File: config.mk
export PLATFORM = sky130hd
export DESIGN_NAME = trap_ctrl
export DESIGN_NICKNAME = d
export VERILOG_FILES = /design/src/rtl/trap_ctrl.sv
export SDC_FILE = /design/constraint.sdc
export NUM_CORES = 1
export LEC_CHECK = 0
export BUFFER_PORTS_ARGS = -buffer_cell sky130_fd_sc_hd__buf_2
export CAP_MARGIN = 5
export CELL_PAD_IN_SITES_DETAIL_PLACEMENT = 1
export CELL_PAD_IN_SITES_GLOBAL_PLACEMENT = 1
export CORE_MARGIN = 10
export CORE_UTILIZATION = 31
export DETAILED_ROUTE_END_ITERATION = 12
export HOLD_SLACK_MARGIN = 0.05
export PLACE_DENSITY_LB_ADDON = 0.1
export REMOVE_ABC_BUFFERS = 1
export SLEW_MARGIN = 20
export SYNTH_ARGS = -nofsm -noshare
export SYNTH_HDL_FRONTEND = slang
export SYNTH_SLANG_ARGS = --single-unit
File: constraint.sdc
create_clock -name clk -period 2.25 [get_ports clk]
set_clock_uncertainty 0.1 [all_clocks]
set_input_delay 0.225 -clock clk [delete_from_list [all_inputs] [get_ports clk]]
set_output_delay 0.225 -clock clk [all_outputs]
set_load 0.02 [all_outputs]
File: src/rtl/trap_ctrl.sv
// Machine-mode trap sequencer: CSR instructions, ecall entry and mret return.
// Walks mepc/mcause/mstatus/mtvec one CSR access per cycle.
module trap_ctrl #(
    parameter int CSR_DIG = 12
) (
    input  logic               clk,
    input  logic               rst,
    input  logic               in_valid,
    output logic               in_ready,
    input  logic               is_ecall,
    input  logic               is_mret,
    input  logic               is_csr,
    input  logic [1:0]         csr_op,
    input  logic [CSR_DIG-1:0] csr_addr,
    input  logic [31:0]        src,
    input  logic [31:0]        pc,
    output logic [CSR_DIG-1:0] csr_read_addr,
    input  logic [31:0]        csr_rdata,
    output logic               csr_write,
    output logic [CSR_DIG-1:0] csr_write_addr,
    output logic [31:0]        csr_data,
    output logic               rd_we,
    output logic [31:0]        rd_wdata,
    output logic               redirect,
    output logic [31:0]        redirect_pc,
    output logic               done
);

    typedef enum logic [2:0] {
        S_IDLE,
        S_CSR,
        S_EPC,
        S_CAUSE,
        S_STAT,
        S_TVEC,
        S_MSTAT,
        S_MEPC
    } state_e;

    localparam logic [CSR_DIG-1:0] A_MSTATUS = CSR_DIG'(12'h300);
    localparam logic [CSR_DIG-1:0] A_MTVEC   = CSR_DIG'(12'h305);
    localparam logic [CSR_DIG-1:0] A_MEPC    = CSR_DIG'(12'h341);
    localparam logic [CSR_DIG-1:0] A_MCAUSE  = CSR_DIG'(12'h342);

    localparam logic [31:0] CAUSE_ECALL_M = 32'd11;

    state_e             state_q, state_d;
    logic [31:0]        pc_q;
    logic [31:0]        src_q;
    logic [CSR_DIG-1:0] addr_q;
    logic [1:0]         op_q;

    logic        accept;
    logic [31:0] csr_new;
    logic        csr_wen;
    logic [31:0] stat_trap;
    logic [31:0] stat_ret;

    assign in_ready = (state_q == S_IDLE);
    assign accept   = in_valid & in_ready;

    // Next-state selection; ecall outranks mret, which outranks csr.
    always_comb begin
        state_d = state_q;
        unique case (state_q)
            S_IDLE: begin
                if (accept) begin
                    if (is_ecall)     state_d = S_EPC;
                    else if (is_mret) state_d = S_MSTAT;
                    else if (is_csr)  state_d = S_CSR;
                    else              state_d = S_IDLE;
                end
            end
            S_CSR:   state_d = S_IDLE;
            S_EPC:   state_d = S_CAUSE;
            S_CAUSE: state_d = S_STAT;
            S_STAT:  state_d = S_TVEC;
            S_TVEC:  state_d = S_IDLE;
            S_MSTAT: state_d = S_MEPC;
            S_MEPC:  state_d = S_IDLE;
            default: state_d = S_IDLE;
        endcase
    end

    // State register and request capture on acceptance.
    always_ff @(posedge clk) begin
        if (rst) begin
            state_q <= S_IDLE;
            pc_q    <= '0;
            src_q   <= '0;
            addr_q  <= '0;
            op_q    <= '0;
        end else begin
            state_q <= state_d;
            if (accept) begin
                pc_q   <= pc;
                src_q  <= src;
                addr_q <= csr_addr;
                op_q   <= csr_op;
            end
        end
    end

    // CSR read-modify-write value; op 00 behaves as RW.
    always_comb begin
        csr_new = src_q;
        csr_wen = 1'b1;
        unique case (op_q)
            2'b10: begin
                csr_new = csr_rdata | src_q;
                csr_wen = (src_q != 32'd0);
            end
            2'b11: begin
                csr_new = csr_rdata & ~src_q;
                csr_wen = (src_q != 32'd0);
            end
            default: begin
                csr_new = src_q;
                csr_wen = 1'b1;
            end
        endcase
    end

    // mstatus update for trap entry and for mret.
    always_comb begin
        stat_trap        = csr_rdata;
        stat_trap[7]     = csr_rdata[3];
        stat_trap[3]     = 1'b0;
        stat_trap[12:11] = 2'b11;
        stat_ret         = csr_rdata;
        stat_ret[3]      = csr_rdata[7];
        stat_ret[7]      = 1'b1;
        stat_ret[12:11]  = 2'b11;
    end

    // Per-state CSR port, writeback and redirect drive.
    always_comb begin
        csr_read_addr  = '0;
        csr_write      = 1'b0;
        csr_write_addr = '0;
        csr_data       = '0;
        rd_we          = 1'b0;
        rd_wdata       = '0;
        redirect       = 1'b0;
        redirect_pc    = '0;
        done           = 1'b0;
        unique case (state_q)
            S_CSR: begin
                csr_read_addr = addr_q;
                rd_we         = 1'b1;
                rd_wdata      = csr_rdata;
                done          = 1'b1;
                if (csr_wen) begin
                    csr_write      = 1'b1;
                    csr_write_addr = addr_q;
                    csr_data       = csr_new;
                end
            end
            S_EPC: begin
                csr_write      = 1'b1;
                csr_write_addr = A_MEPC;
                csr_data       = pc_q;
            end
            S_CAUSE: begin
                csr_write      = 1'b1;
                csr_write_addr = A_MCAUSE;
                csr_data       = CAUSE_ECALL_M;
            end
            S_STAT: begin
                csr_read_addr  = A_MSTATUS;
                csr_write      = 1'b1;
                csr_write_addr = A_MSTATUS;
                csr_data       = stat_trap;
            end
            S_TVEC: begin
                csr_read_addr = A_MTVEC;
                redirect      = 1'b1;
                redirect_pc   = {csr_rdata[31:2], 2'b00};
                done          = 1'b1;
            end
            S_MSTAT: begin
                csr_read_addr  = A_MSTATUS;
                csr_write      = 1'b1;
                csr_write_addr = A_MSTATUS;
                csr_data       = stat_ret;
            end
            S_MEPC: begin
                csr_read_addr = A_MEPC;
                redirect      = 1'b1;
                redirect_pc   = csr_rdata;
                done          = 1'b1;
            end
            default: begin
                csr_read_addr = '0;
            end
        endcase
    end

endmodule
---- Word level (Yosys, flattened, before mapping) ----
Cells that the tools add are included.
word-level totals
  flip-flop bits (word level) ............. 81
  bits of input ports ..................... 116
  output and inout bits ................... 125
  logic and storage cells ................. 45
cells by class
  equality and inequality tests ........... 10
  mux-type cells .......................... 19
  bitwise operators ....................... 4
  reduce and logical (&&, ||, !) cells .... 7
operators with widths
  kind                                                  number
  case mux 32 bit (5 select lines)                      1
  case mux 32 bit (2 select lines)                      2
  case mux 12 bit (4 select lines)                      2
  2-to-1 mux 32 bit                                     2
  AND 32 bit                                            1
  NOT 32 bit                                            1
  OR 32 bit                                             1
  nonzero test 32 bit                                   1
  case mux 3 bit (6 select lines)                       1
  equality test 3 bit (second input constant)           4
  2-to-1 mux 12 bit                                     1
  2-to-1 mux 3 bit                                      3
  equality test 3 x 2 -> 1 bit (second input constant)  2
  2-to-1 mux 1 bit                                      6
  OR reduction 2 bit                                    3
  equality test 2 bit (second input constant)           2
  OR reduction 4 bit                                    1
  equality test 3 x 1 -> 1 bit (second input constant)  1
  zero test 3 bit                                       1
  OR reduction 3 bit                                    1
  != test 2 x 1 -> 1 bit (second input constant)        1
  case mux 1 bit (2 select lines)                       1
  AND 1 bit                                             1

---- Depth between registers and ports, before layout ----
  depth after elaboration ................. 5
  gate-level depth with buffers ........... 8
  mapped depth without buffers ............ 4

---- Worst setup path before layout ----
OpenSTA, ideal clock, no wires.
  kind .................................... register to output
  start ................................... reg state_q[0]
  end ..................................... out csr_data[0]
  data arrival time ....................... 1559 ps
  required time ........................... 1925 ps
  path slack .............................. 366 ps
  stages on the path, launching flop included .. 7
  path buffers ............................ 2
  cell sequence ........................... dfxtp_1 -> nor2b_1 -> buf_2 -> nor2b_1 -> clkbuf_2 -> o31ai_4 -> o21ai_0
on the way
  word-level cells in the longest chain between the ends .. 2
  elaborated cells between the ends (all ways) .. 6
  those cells by class .................... eq/ne (5); mux (1)
ends and longest elaborated chain
  item                                         line  RTL
  start: declaration                           47    state_e state_q, state_d;
  start signal: assignment                     94    state_q <= state_d;
  equality test 3 bit (tied with other cells)  147   unique case (state_q)
  case mux 32 bit (5 select lines) *           147
  end: declaration                             21    output logic [31:0] csr_data,
Mark *: on every way between the ends. The rest lies on a longest branch, timed or not.

---- Final worst setup path ----
  start ................................... reg src_q[26]
  end ..................................... out csr_data[24]
on the way
  word-level cells in the longest chain between the ends .. 4
ends and longest elaborated chain
  item                              line      RTL
  start: declaration                49        logic [31:0] src_q;
  start signal: assignment          97        src_q <= src;
  nonzero test 32 bit               111, 115
  2-to-1 mux 1 bit                  n/a
  2-to-1 mux 32 bit                 153       if (csr_wen) begin
  case mux 32 bit (5 select lines)  147
Every way passes these cells.

==> results.json <==
{
  "status": "finished, violations left",
  "violations": "negative setup slack",
  "synth_largest_type_area_fraction_pct": 33.6,
  "r2r-end": "addr_q[4]",
  "r2r_cells": 5,
  "yosysMostFrequentCell": "nand2_1",
  "dieHeight_um": 145,
  "clockRootBuffer": "clkbuf_16",
  "area_growth_pct": 65.2,
  "synth-async-reset-ratio_pct": 0,
  "netlist_area_mm2": 0.00483,
  "hold_ws_ns": 0.0706,
  "clk_pin_slew_worst_paths_ns": 0.06,
  "globalRouteOverflowTotal": 0,
  "dpl.hpwl_mm": 16.6,
  "io_buffers": 240,
  "grt_pass1_vias": 6838,
  "slowest_delay_ns": 0.35,
  "hold_class": "in -> reg",
  "rows": 45,
  "cts_inserted_buffers": 9,
  "timing.setup.tns_ns": -6.55,
  "avgSynthCellArea_um2": 6.44,
  "routed_wl_mm": 24.0,
  "drv_cap": 0,
  "dpl_cell_area_mm2": 0.00637,
  "worstReg2RegStart": "state_q[1]",
  "critPathLaunch": "src_q[26]",
  "finalCritPeriodShare_pct": 108,
  "initial_core_util_pct": 31.7,
  "synth_compound_area_share_pct": 22.8,
  "fillers": 2024,
  "period_needed_ns": 2.44,
  "synthFlopType": "dfxtp_1",
  "n_antenna_cell": 0,
  "final-instance-count-excl-fill": 1281,
  "io-pin-count": 241,
  "drive_gt1_share_pct": 33.1,
  "critical-path-top-delay-family": "buffers and inverters",
  "cts_tree": "yes",
  "htreeDepth": 3,
  "path_class": "reg -> out",
  "final_antenna_net_count": 0,
  "cpMostUsedCell": "buf_6",
  "die_w_um": 145,
  "worst-r2r-setup-slack_ns": 0.42,
  "start_kind": "flop",
  "finalHoldViolCount": 0,
  "critPathBufInv": 4,
  "slew_viol_final": 0,
  "final_area_mm2": 0.00798,
  "synthMuxAreaShare_pct": 0,
  "synth-xor-area-share_pct": 0,
  "peakVddDrop_uv": 360,
  "yosysUniqueCellTypes": 35,
  "route.detailed.drc": 0,
  "timing.fmax_ghz": 0.410,
  "post_drt_via_cell_ratio": 5.02,
  "slew_headroom_pct": 47.8,
  "drtIter0Drc": 274,
  "core_area_mm2": 0.0153,
  "synth_area_leader_cell": "dfxtp_1",
  "powerDensity_mw_per_mm2": 668,
  "worstPathArrival_ns": 2.12,
  "clockBufferDepth": 2,
  "synth-seq-cells": 81,
  "grt_setup_unrepaired": "yes",
  "drt-pass1-iter-count": 4,
  "wl_per_cell_um": 18.7,
  "grt_pass1_wl_mm": 36.7,
  "synth.top_cells.by_area": "dfxtp_1 34%, nand2_1 17%, a21oi_1 15%",
  "crit_chain": "nor4_4 -> nand3_1 -> buf_6 -> o31ai_4 -> buf_6 -> buf_12 -> o22ai_1 -> buf_4",
  "finalWeightedCongestion": 0.792,
  "cts_sinks": 81,
  "vias": 6434,
  "layout.nets": 1183,
  "critPathMaxFanout": 12,
  "dp_cells": 1177,
  "cp-end-kind": "primary output",
  "synth_cells": 750,
  "synth_fa_ha_area_share_pct": 0,
  "grt_max_degree": 56,
  "synth_edf_count": 0,
  "netlist_top_cells_count": "222 x nand2_1, 143 x a21oi_1, 81 x dfxtp_1",
  "die-area_mm2": 0.0210,
  "synth_top_family_by_area": "simple AND/OR/NAND/NOR gates",
  "cp-endpoint": "csr_data[24]",
  "yosys.area_share.simple_pct": 37.1,
  "slowest_stage": "dfxtp_4",
  "finalSetupViolCount": 44,
  "p_leak_uw": 0.00377,
  "finalPower_uw": 5330,
  "tightest_slew_ns": 0.784,
  "required_ns": 1.92,
  "cp.depth": 8,
  "antenna_found_initial": 0,
  "yosysWarnings": 0,
  "yosysSeqAreaShare_pct": 33.6,
  "grt_use_total_pct": 22.1,
  "final.setup.worst_slack_ns": -0.191,
  "clock_latency_ns": 0.34
}
-- report_power, final --
| group | switching (uW) | internal (uW) |
|---|---|---|
| clock | 588 | 798 |
| combinational | 1270 | 908 |
| sequential | 169 | 1600 |
-- timing repair --
action | 4_1_cts | 5_1_grt
hold endpoints to repair | 78 | 0
hold buffers | 78 | 0
gates cloned | 1 | 0
setup endpoints to repair | 45 | 47
gates resized for setup | 74 | 42
buffers inserted | 10 | 1
pin swaps | 15 | 5
-- cells in the final DEF (no fill, tap or decap), types with 3 or more instances in the layout --
cell type / n
nand2b_1: 4
dlygate4sd3_1: 78
clkbuf_16: 9
buf_4: 45
nor4_2: 5
nor4_4: 5
o22ai_4: 4
and2_1: 48
nor2b_1: 6
o21ai_0: 6
a21oi_1: 141
buf_12: 5
o22ai_2: 4
clkbuf_1: 3
nor2_1: 63
buf_6: 24
nand2_1: 221
dfxtp_1: 69
o22ai_1: 21
and3_1: 32
dfxtp_2: 10
nor4_1: 3
buf_2: 218
a21o_1: 3
o21ai_4: 4
-- layout make-up --
cell class              count  area [um^2]  share of cell area [%]
inverters                   2         7.51                  0.0941
repair buffers            372         2610                    32.7
well taps                 211          264                    3.31
clock buffers              14          264                    3.31
multi-input cells         601         3190                    40.0
flip-flops and latches     81         1640                    20.6
-- worst min-delay path: stages --
cell	delay, ns
buf_2	0.09
nand2_1	0.07
a211oi_1	0.08
-- per-layer routing --
metal | share of wire [%] | GRT usage (%) | up-vias
li1 | - | - | 3150
met1 | 43 | 25.8 | 3077
met2 | 49 | 38.8 | 191
met3 | 7.0 | 6.78 | 16
met4 | 1.1 | 4.52 | 0
met5 | 0 | 0 | -
-- metrics by stage --
stage | utilization (%) | setup WS (ns)
global route | 52.3 | -0.301
CTS | 51.0 | -0.162
floorplan | - | -2.38
detailed placement | 41.7 | -0.0231
global placement | 41.7 | -0.0216
finish | 52.3 | -0.191
-- flip-flops by register name, indices dropped and copies added (netlist names) --
signal / count
pc_q: 32
src_q: 32
addr_q: 12
state_q: 3
op_q: 2
-- logic make-up after synthesis --
logic type             Yosys count
AND/OR/NAND/NOR                400
flip-flops                      81
buffers and inverters           68
AO/OA/AOI/OAI                  201
-- worst min path at each step --
stage	start	endpoint	slack (ns)	cells past startpoint
floorplan	rst	addr_q[0]	0.19	1
detailed placement	pc_q[0]	pc_q[0]	0.35	2
global placement	pc_q[2]	pc_q[2]	0.34	2
global route	is_csr	state_q[0]	0.09	3
finish	is_csr	state_q[0]	0.07	3
CTS	is_csr	state_q[0]	0.05	3
(Power assumes the default switching activity.)
